===== src/rtl/mm_pkg.sv =====
// Shared types and sizing for the 3x3 matrix multiplier stream loader.
package mm_pkg;

    localparam int ELEM_W       = 8;
    localparam int DIM          = 3;
    localparam int NUM_ELEMS    = DIM * DIM;
    localparam int NUM_IN_BYTES = 2 * NUM_ELEMS;
    localparam int MAT_W        = NUM_ELEMS * ELEM_W;
    localparam int CNT_W        = $clog2(NUM_IN_BYTES);
    localparam int IDX_W        = $clog2(NUM_ELEMS);

    typedef enum logic [2:0] {
        IDLE,
        LOAD,
        KICK,
        RUN,
        DRAIN
    } state_t;

endpackage


===== src/rtl/mm_out_serializer.sv =====
// Holds the captured 72-bit result and streams it out one byte per
// valid/ready transfer, element 0 first.
module mm_out_serializer
    import mm_pkg::*;
(
    input  logic               Clock,
    input  logic               reset_n,
    input  logic               capture,
    input  logic [MAT_W-1:0]   capture_data,
    output logic [ELEM_W-1:0]  out_data,
    output logic               out_valid,
    input  logic               out_ready,
    output logic               last
);

    logic [MAT_W-1:0] result_reg;
    logic [IDX_W-1:0] idx_reg;
    logic             valid_reg;

    always_ff @(posedge Clock or negedge reset_n) begin
        if (!reset_n) begin
            result_reg <= '0;
            idx_reg    <= '0;
            valid_reg  <= 1'b0;
        end else if (capture) begin
            result_reg <= capture_data;
            idx_reg    <= '0;
            valid_reg  <= 1'b1;
        end else if (valid_reg && out_ready) begin
            if (idx_reg == IDX_W'(NUM_ELEMS - 1)) begin
                idx_reg   <= '0;
                valid_reg <= 1'b0;
            end else begin
                idx_reg <= idx_reg + 1'b1;
            end
        end
    end

    assign out_data  = result_reg[idx_reg*ELEM_W +: ELEM_W];
    assign out_valid = valid_reg;
    // Final transfer of the job; feeds the parent FSM only, never a port.
    assign last      = valid_reg && out_ready && (idx_reg == IDX_W'(NUM_ELEMS - 1));

endmodule


===== src/rtl/matrix_stream_loader.sv =====
// Byte-stream loader/unloader around the 3x3 matrix multiplier.
// Optional RUN watchdog compiled in with MM_LOADER_WATCHDOG_EN.
module matrix_stream_loader
    import mm_pkg::*;
#(
    parameter int TIMEOUT_CYCLES = 64
) (
    input  logic               Clock,
    input  logic               reset_n,
    input  logic [ELEM_W-1:0]  in_data,
    input  logic               in_valid,
    output logic               in_ready,
    output logic [ELEM_W-1:0]  out_data,
    output logic               out_valid,
    input  logic               out_ready,
    output logic [MAT_W-1:0]   mm_A,
    output logic [MAT_W-1:0]   mm_B,
    output logic               mm_reset,
    output logic               mm_enable,
    input  logic [MAT_W-1:0]   mm_C,
    input  logic               mm_done,
    output logic               busy,
    output logic               timeout_err
);

    state_t           state_reg, state_next;
    logic [CNT_W-1:0] byte_cnt_reg;
    logic [MAT_W-1:0] a_reg, b_reg;
    logic             accept;
    logic             capture;
    logic             ser_last;
    logic             wd_expire;

    assign accept = in_valid && (state_reg == LOAD);

    always_ff @(posedge Clock or negedge reset_n) begin
        if (!reset_n) begin
            state_reg <= IDLE;
        end else begin
            state_reg <= state_next;
        end
    end

    always_comb begin
        state_next = state_reg;
        capture    = 1'b0;
        in_ready   = 1'b0;
        mm_reset   = 1'b1;
        mm_enable  = 1'b0;
        case (state_reg)
            IDLE:  state_next = LOAD;
            LOAD: begin
                in_ready = 1'b1;
                if (accept && byte_cnt_reg == CNT_W'(NUM_IN_BYTES - 1)) begin
                    state_next = KICK;
                end
            end
            KICK:  state_next = RUN;
            RUN: begin
                mm_reset  = 1'b0;
                mm_enable = 1'b1;
                if (mm_done) begin
                    capture    = 1'b1;
                    state_next = DRAIN;
                end else if (wd_expire) begin
                    state_next = LOAD;
                end
            end
            DRAIN: begin
                if (ser_last) begin
                    state_next = LOAD;
                end
            end
            default: state_next = IDLE;
        endcase
    end

    // Operand slots are overwritten in place; they keep the last job until rewritten.
    always_ff @(posedge Clock or negedge reset_n) begin
        if (!reset_n) begin
            byte_cnt_reg <= '0;
            a_reg        <= '0;
            b_reg        <= '0;
        end else if (accept) begin
            for (int i = 0; i < NUM_ELEMS; i++) begin
                if (byte_cnt_reg == CNT_W'(i)) begin
                    a_reg[i*ELEM_W +: ELEM_W] <= in_data;
                end
                if (byte_cnt_reg == CNT_W'(i + NUM_ELEMS)) begin
                    b_reg[i*ELEM_W +: ELEM_W] <= in_data;
                end
            end
            if (byte_cnt_reg == CNT_W'(NUM_IN_BYTES - 1)) begin
                byte_cnt_reg <= '0;
            end else begin
                byte_cnt_reg <= byte_cnt_reg + 1'b1;
            end
        end
    end

    assign mm_A = a_reg;
    assign mm_B = b_reg;
    assign busy = !((state_reg == LOAD) && (byte_cnt_reg == '0));

    mm_out_serializer u_serializer (
        .Clock        (Clock),
        .reset_n      (reset_n),
        .capture      (capture),
        .capture_data (mm_C),
        .out_data     (out_data),
        .out_valid    (out_valid),
        .out_ready    (out_ready),
        .last         (ser_last)
    );

`ifdef MM_LOADER_WATCHDOG_EN
    localparam int WD_W = $clog2(TIMEOUT_CYCLES + 1);

    logic [WD_W-1:0] wd_cnt_reg;
    logic            timeout_err_reg;

    assign wd_expire = (state_reg == RUN) && (wd_cnt_reg == WD_W'(TIMEOUT_CYCLES - 1));

    always_ff @(posedge Clock or negedge reset_n) begin
        if (!reset_n) begin
            wd_cnt_reg      <= '0;
            timeout_err_reg <= 1'b0;
        end else begin
            if (state_reg == RUN && !mm_done && !wd_expire) begin
                wd_cnt_reg <= wd_cnt_reg + 1'b1;
            end else begin
                wd_cnt_reg <= '0;
            end
            if (state_reg == RUN && !mm_done && wd_expire) begin
                timeout_err_reg <= 1'b1;
            end else if (state_next == KICK && state_reg != KICK) begin
                timeout_err_reg <= 1'b0;
            end
        end
    end

    assign timeout_err = timeout_err_reg;
`else
    logic unused_timeout;

    assign wd_expire      = 1'b0;
    assign timeout_err    = 1'b0;
    assign unused_timeout = (TIMEOUT_CYCLES == 0);
`endif

endmodule

===== config.mk =====
export PLATFORM = sky130hd
export DESIGN_NAME = matrix_stream_loader
export DESIGN_NICKNAME = d
export VERILOG_FILES = /design/src/rtl/mm_pkg.sv /design/src/rtl/mm_out_serializer.sv /design/src/rtl/matrix_stream_loader.sv
export SDC_FILE = /design/constraint.sdc
export NUM_CORES = 1
export LEC_CHECK = 0
export ABC_CLOCK_PERIOD_IN_PS = 4800
export BUFFER_PORTS_ARGS = -buffer_cell sky130_fd_sc_hd__buf_2
export CAP_MARGIN = 20
export CORE_ASPECT_RATIO = 1.75
export CORE_MARGIN = 2
export CORE_UTILIZATION = 57
export CTS_CLUSTER_SIZE = 25
export DETAILED_ROUTE_END_ITERATION = 7
export GPL_ROUTABILITY_DRIVEN = 1
export GPL_TIMING_DRIVEN = 0
export PLACE_DENSITY = 0.84
export SYNTH_ARGS = -nofsm -noshare
export SYNTH_HDL_FRONTEND = slang
export SYNTH_SLANG_ARGS = --single-unit

===== constraint.sdc =====
create_clock -name Clock -period 4.8 [get_ports Clock]
set_input_delay 0.48 -clock Clock [delete_from_list [all_inputs] [get_ports Clock]]
set_output_delay 0.48 -clock Clock [all_outputs]
set_load 0.02 [all_outputs]

After elaboration in Yosys (flattened, before gate mapping). Cells that the tools add are included.

Logic and storage cells: 97. Output and inout port bits: 158. Bits in read-only memories: 0. Memories: 0. Bits in registers: 229. Latch bits: 0. Bits in writable memories: 0. Input port bits: 85.

Bitwise gates (word level): 0. Shift-type cells: 1. $add $sub $neg: 2. Mux-type cells: 16. Reduce and logical (&&, ||, !) cells: 30. Equal/unequal tests: 25. Div/mod/pow operators: 0. Multipliers: 0. Order comparisons: 0.

Operator list (count): $shiftx 72x8->8 (1); $eq 5x4->1 const B (8); $reduce_and 2->1 (19); $eq 5x3->1 const B (4); $pmux 3 s5 (1); $mux 4 (3); $eq 5x2->1 const B (2); $eq 5x5->1 const B (2); $mux 3 (3); $mux 1 (8); $eq 3x2->1 const B (2); $add 5x1->5 const B (1); $eq 5x1->1 const B (1); $logic_and 1x1->1 (5); $logic_not 5->1 (1); $mux 5 (1); $add 4x1->4 const B (1); $eq 4x4->1 const B (1); $ne 2x2->1 const B (2); $reduce_bool 2->1 (2); $eq 3x1->1 const B (1); $eq 3x3->1 const B (1); $logic_not 3->1 (1); $reduce_and 3->1 (1); other kinds (2) (2).

Longest topological paths before layout. Gate-level depths: netlist of the first run.

Depth after elaboration: 5. Depth in mapped cells: 7. Depth with buffers taken out: 5.

Cells and area by module. Synthesis of the first run repeated with hierarchy kept, for this count alone.

Cell total of the unflattened synthesis: 629. Area, all modules: 9650.5 um^2.

By module, submodules not included: matrix_stream_loader (area each 6079.6 um^2, cells an instance 381, times used 1); mm_out_serializer (area each 3570.9 um^2, cells an instance 248, times used 1).

Worst setup path before layout of the first run. Ideal clock, no wire load.

Kind: register to output. Start: reg u_serializer.idx_reg[0]. End: out out_data[6]. Required time: 4.320 ns. Path buffers: 2. Slack: 2.637 ns. Arrival time: 1.683 ns. Cell stages (with the launch flop): 6. Cell sequence: dfrtp_1 > buf_2 > buf_4 > mux4_2 > nor2_1 > o31ai_1.

Word-level cells in the longest chain between the ends: 1.

RTL lines: start: declaration (RTL line mm_out_serializer.sv:17) `logic [IDX_W-1:0] idx_reg;`; start signal: assignment (RTL line mm_out_serializer.sv:34) `idx_reg <= idx_reg + 1'b1;`; $shiftx 72x8->8 (RTL line mm_out_serializer.sv:39) `assign out_data = result_reg[idx_reg*ELEM_W +: ELEM_W];`; end: declaration (RTL line matrix_stream_loader.sv:13) `output logic [ELEM_W-1:0] out_data,`.

Every way passes these cells.

Final worst setup path of the first run.
Start: reg u_serializer.idx_reg[1]. End: out out_data[7].

Same word-level chain as after synthesis.

==> results of run 1 <==
cell type report:
type / count / area (sq um) / area share
buffer: 36 / 206 / 0.0174
multi-input combinational: 355 / 3660 / 0.308
sequential: 229 / 5730 / 0.482
tap: 224 / 280 / 0.0236
clock buffer: 30 / 589 / 0.0496
clock inverter: 7 / 114 / 0.00957
inverter: 8 / 30.0 / 0.00253
timing repair buffer: 244 / 1280 / 0.108
repair_timing:
item / in CTS / in global routing
hold buffers: 1 / 0
resized for setup: 0 / 0
hold endpoints to repair: 64 / 0
cell usage after synthesis, drive strengths merged:
cell / n / area share
mux2: 233 / 0.28
dfrtp: 229 / 0.60
buf: 24 / 0.017
nand2: 18 / 0.0086
nand3: 15 / 0.015
nor2: 15 / 0.0061
clkbuf: 12 / 0.0047
inv: 8 / 0.0031
mux4: 8 / 0.019
o22ai: 8 / 0.0052
o31ai: 8 / 0.0062
ha: 7 / 0.0091
nor2b: 6 / 0.0039
o21ai: 6 / 0.0031
and4: 4 / 0.0036
a21oi: 3 / 0.0016
or3: 3 / 0.0019
and4bb: 2 / 0.0026
nand2b: 2 / 0.0013
nand3b: 2 / 0.0016
nand4: 2 / 0.0019
nor3: 2 / 0.0010
xnor2: 2 / 0.0018
a211oi: 1 / 0.00078
a221o: 1 / 0.0010
and3: 1 / 0.00065
conb: 1 / 0.00039
nand4bb: 1 / 0.0012
nor3b: 1 / 0.00078
nor4b: 1 / 0.0016
or2: 1 / 0.00065
xor2: 1 / 0.00091
final timing paths:
check / slack (ns) / endpoint / startpoint
min reg2reg: 0.48 / u_serializer.result_reg[49] / u_serializer.result_reg[49]
min in group asynchronous: 0.51 / u_serializer.result_reg[53] / reset_n
max in group asynchronous: 3.50 / mm_B[33] / reset_n
max reg2reg: 2.72 / mm_B[33] / byte_cnt_reg[1]
min: 0.19 / u_serializer.result_reg[59] / mm_C[59]
max: 1.71 / out_data[7] / u_serializer.idx_reg[1]
cells by family after synthesis:
kind of cell    synth area share
xor+xnor                 0.00273
mux                        0.298
compound gates            0.0179
fa+ha+maj                0.00910
simple gates              0.0525
buf+inv                   0.0246
other cells             0.000390
flops                      0.595
worst max-delay path, cell delays in order (launching register included):
cell and delay, ns:
dfrtp_1 0.46, buf_1 0.53, nand2_1 0.37, o22ai_1 0.44, o31ai_1 0.13, buf_2 0.18
power breakdown:
| group | total [mW] | internal [mW] | switching (mW) | leakage, nW |
|---|---|---|---|---|
| Sequential | 3.26 | 2.80 | 0.460 | 2.88 |
| Clock | 1.72 | 1.02 | 0.701 | 0.346 |
| Combinational | 3.47 | 1.51 | 1.96 | 2.73 |
| Total | 8.45 | 5.33 | 3.12 | 5.96 |
layer usage:
layer | up-vias | GRT usage | part of all wire
met5 | - | 0 | 0
met4 | 0 | 0.125 | 0.045
li1 | 2764 | - | -
met1 | 3155 | 0.301 | 0.35
met2 | 249 | 0.470 | 0.54
met3 | 59 | 0.0676 | 0.067
through the flow:
| step | worst slack, ns | hold WS [ns] | setup TNS, ns |
|---|---|---|---|
| 2_1_floorplan | 2.64 | 0.184 | 0 |
| 3_3_place_gp | -0.674 | 0.461 | -148.34 |
| 3_5_place_dp | 2.22 | 0.465 | 0 |
| 4_1_cts | 1.68 | 0.167 | 0 |
| 5_1_grt | 1.52 | 0.183 | 0 |
| 6_report | 1.71 | 0.192 | 0 |
==> impl_metrics.toml, run 1 <==
[outcome]
status = "finished, final reports clean"

[power_and_ir_drop]
power.density_nw_per_um2 = 710
power_mw = 8.45
p_leak_nw = 5.96
vdd_drop_max_v = 0.000507

[place]
placed_cells = 1095
io_buffer_count = 241
postPlaceCellArea_sq_um = 11200
hpwl_microns = 17300
gp_congestion = 0.845

[floorplan]
die_x_microns = 102
initial_core_util = 0.585
coreArea_sq_um = 16400
die_area_sq_um = 18000
placement_rows = 62
num_io_pins = 243
dieHeight_microns = 176

[finish]
area_growth_pct = 23.5
num_antenna_cells = 0
final_util = 0.723
fin_nets = 987
final_common_cell = "buf_2"
layout_common_cells = "251 x buf_2, 229 x dfrtp_1, 178 x mux2_2, 39 x mux2_1, 21 x clkbuf_16"
fin_area_sq_um = 11900
drive_gt1_frac = 0.569
fillers = 1148
instances_no_fill = 1133

[sta]
hold_viol = 0
tightest_slew_ns = 0.819
maxSlewHeadroom = 0.452
skew_ns = 0.0218
period_share = 0.644
setup_viol = 0
rsz0062_at_grt = "no"
period_minus_slack_ns = 3.09
fmax_ghz = 0.324
final_max_slew_viol_count = 0

[yosys]
syn_inst = 628
synth_fp_nets = 720
seq_area_frac_synth = 0.595
avgSynthCellArea_sq_um = 15.3
synthesis.area_sq_um = 9630
ys_seq_elements = 229
synth_cell_types = 45
yosys_warnings = 0

[route]
drtIter0Drc = 158
drt-pass1-iter-count = 4
drt-total-wl_microns = 23700
via_count = 6227
detail-route-antenna-nets = 0
routed_via_density = 5.50
drcViolationCount = 0
routedWlPerCell_microns = 20.9

[critical_path]
crit_required_ns = 4.32
worstPathArrival_ns = 2.61
crit_type = "reg -> out"
rr_worst_depth = 6
end_kind = "output port"
crit_path_max_fanout = 10
critPathLaunchType = "register"

[clock_tree]
cts-root-buf = "clkbuf_16"
cts_sinks = 229
cts_htree_levels = 1
path_clk_slew_ns = 0.06
cts_tree = "yes"
cts_setup_buffers = 0
clock_latency_ns = 0.51
cts_made_buffers = 21
cts.path.max_buffers = 3

[flow_run]
max-cap-violations = 0

[global_route]
groute.usage.overall = 0.268
grt_max_degree = 91
grt_pass1_wl_microns = 36900
antenna_found_initial = 0
grt_pass1_vias = 6803
overflow = 0

[min_path]
hold_path.class = "in -> reg"
min_path_cells = 2
(Power assumes the default switching activity.)
==> run 2: changes to the inputs <==
Settings changed: ABC_CLOCK_PERIOD_IN_PS 4800 to 3200, CORE_UTILIZATION 57 to 53, PLACE_DENSITY 0.84 to 0.79.
Clock period 4.8 ns to 3.2 ns, I/O delays scaled along.
==> impl_metrics.toml, run 2 (synthesized netlist as in run 1, its figures left out) <==
[global_route]
overflow = 0
grt_max_degree = 118
grt_pass1_wl_microns = 36300
grt_use_met1 = 0.266
met3_usage = 0.0636
grt.busiest_layer = "met2"
antenna_found_initial = 0
grt_pass1_vias = 6660
use_met2 = 0.447
groute.usage.overall = 0.244

[floorplan]
num_io_pins = 243
die_area_sq_um = 19300
dieHeight_microns = 182
placement_rows = 65
coreArea_sq_um = 17900
initial_core_util = 0.538
die_x_microns = 106

[route]
routed_via_density = 5.43
via_count = 6205
drcViolationCount = 0
drt-pass1-iter-count = 4
detail-route-antenna-nets = 0
drtIter0Drc = 157
drt-total-wl_microns = 23400
routedWlPerCell_microns = 20.5

[flow_run]
max-cap-violations = 0

[place]
io_buffer_count = 241
gp_congestion = 0.828
hpwl_microns = 17400

[critical_path]
path_buf_inv = 2
reg2reg_from = "byte_cnt_reg[1]"
critical_path_cell_count = 5
r2r_slack_ns = 1.10
path_cells = "buf_1 > nor4b_2 > nand2_1 > o31ai_1 > buf_2"
critPathMaxStageDelay_ns = 0.82
worstPathArrival_ns = 2.54
crit_required_ns = 2.88
slowest_stage = "nor4b_2"
crit_type = "reg -> out"
end_kind = "output port"
crit_path_max_fanout = 10
critPathLaunchType = "register"
rr_worst_depth = 6
cp_top_family = "simple AND/OR/NAND/NOR gates"
startpoint = "u_serializer.idx_reg[1]"

[clock_tree]
cts_sinks = 229
clock_latency_ns = 0.50
cts-root-buf = "clkbuf_16"
cts_htree_levels = 1
cts_made_buffers = 21
cts_tree = "yes"
path_clk_slew_ns = 0.06
cts.path.max_buffers = 3

[finish]
area_growth_pct = 23.3
fin_nets = 986
multiInputGateArea_sq_um = 3660
regArea_sq_um = 5730
final_util = 0.663
fillers = 1369
num_antenna_cells = 0
final_common_cell = "buf_2"
layout_common_cells = "251 x buf_2, 229 x dfrtp_1, 178 x mux2_2, 39 x mux2_1, 21 x clkbuf_16"
drive_gt1_frac = 0.572

[power_and_ir_drop]
power_switching_mw = 4.64
vdd_drop_max_v = 0.000678
p_comb_frac = 0.412
seqPwrFrac = 0.389
p_leak_nw = 5.94
p_sw_frac = 0.370
p_int_mw = 7.90
power.density_nw_per_um2 = 1060
p_clk_frac = 0.200

[sta]
maxSlewHeadroom = 0.426
hold_viol = 0
tightest_slew_ns = 0.860
final_max_slew_viol_count = 0
fmax_ghz = 0.350
tns_ns = 0
rsz0062_at_grt = "no"
timing.hold.ws_ns = 0.0292
setup_viol = 0
period_share = 0.893
period_minus_slack_ns = 2.86
skew_ns = 0.00836

[min_path]
min_path_cells = 2
hp-start = "mm_C[55]"
hold_path.class = "in -> reg"

[outcome]
status = "finished, final reports clean"
[run 2: power by group through the flow]
stage / clock, mW / combinational (mW) / sequential, mW
detailed placement: 0 / 5.20 / 4.91
finish: 2.51 / 5.16 / 4.87
floorplan: 0 / 2.43 / 5.83
global placement: 0 / 5.08 / 4.83
global route: 2.68 / 5.50 / 5.03
CTS: 2.56 / 5.22 / 4.88
[run 2: timing repair]
action | in CTS | in global routing
endpoints found under the hold margin | 112 | 0
buffers inserted | 0 | 0
resized for setup | 0 | 0
hold buffers | 1 | 0
[run 2: worst register-to-register path, cell delays in order, from the launching register on]
cell	delay, ns
dfrtp_1	0.43
inv_1	0.11
ha_1	0.17
nor2b_1	0.43
and4_1	0.25
buf_2	0.23
mux2_2	0.37
[run 2: worst paths after layout]
kind,endpoint
max,out_data[7]
min,u_serializer.result_reg[55]
max reg2reg,mm_B[33]
min reg2reg,u_serializer.result_reg[56]
max in group asynchronous,mm_B[42]
min in group asynchronous,u_serializer.result_reg[51]
[run 2: layout make-up]
cell class	count	area share
plain buffers	36	0.0174
clock buffers	30	0.0522
clock inverters	8	0.00622
inverters	8	0.00253
multi-input cells	355	0.308
flip-flops and latches	229	0.483
well taps	234	0.0247
repair buffers	243	0.106
[run 2: metal layers]
metal,part of all wire,vias up
met3,0.073,47
met5,0,-
met1,0.36,3155
met2,0.53,227
li1,-,2776
met4,0.039,0
[run 2: metrics by stage]
stage          power (mW)  instances  instance area [sq um]  setup WS (ns)
5_1_grt              13.2       1143                  11900          0.154
2_1_floorplan        8.26        628                   9630           1.20
3_5_place_dp         10.1       1104                  11200          0.854
4_1_cts              12.7       1143                  11900          0.317
3_3_place_gp         9.92       1103                  11100          -2.12
6_report             12.5       1143                  11900          0.344
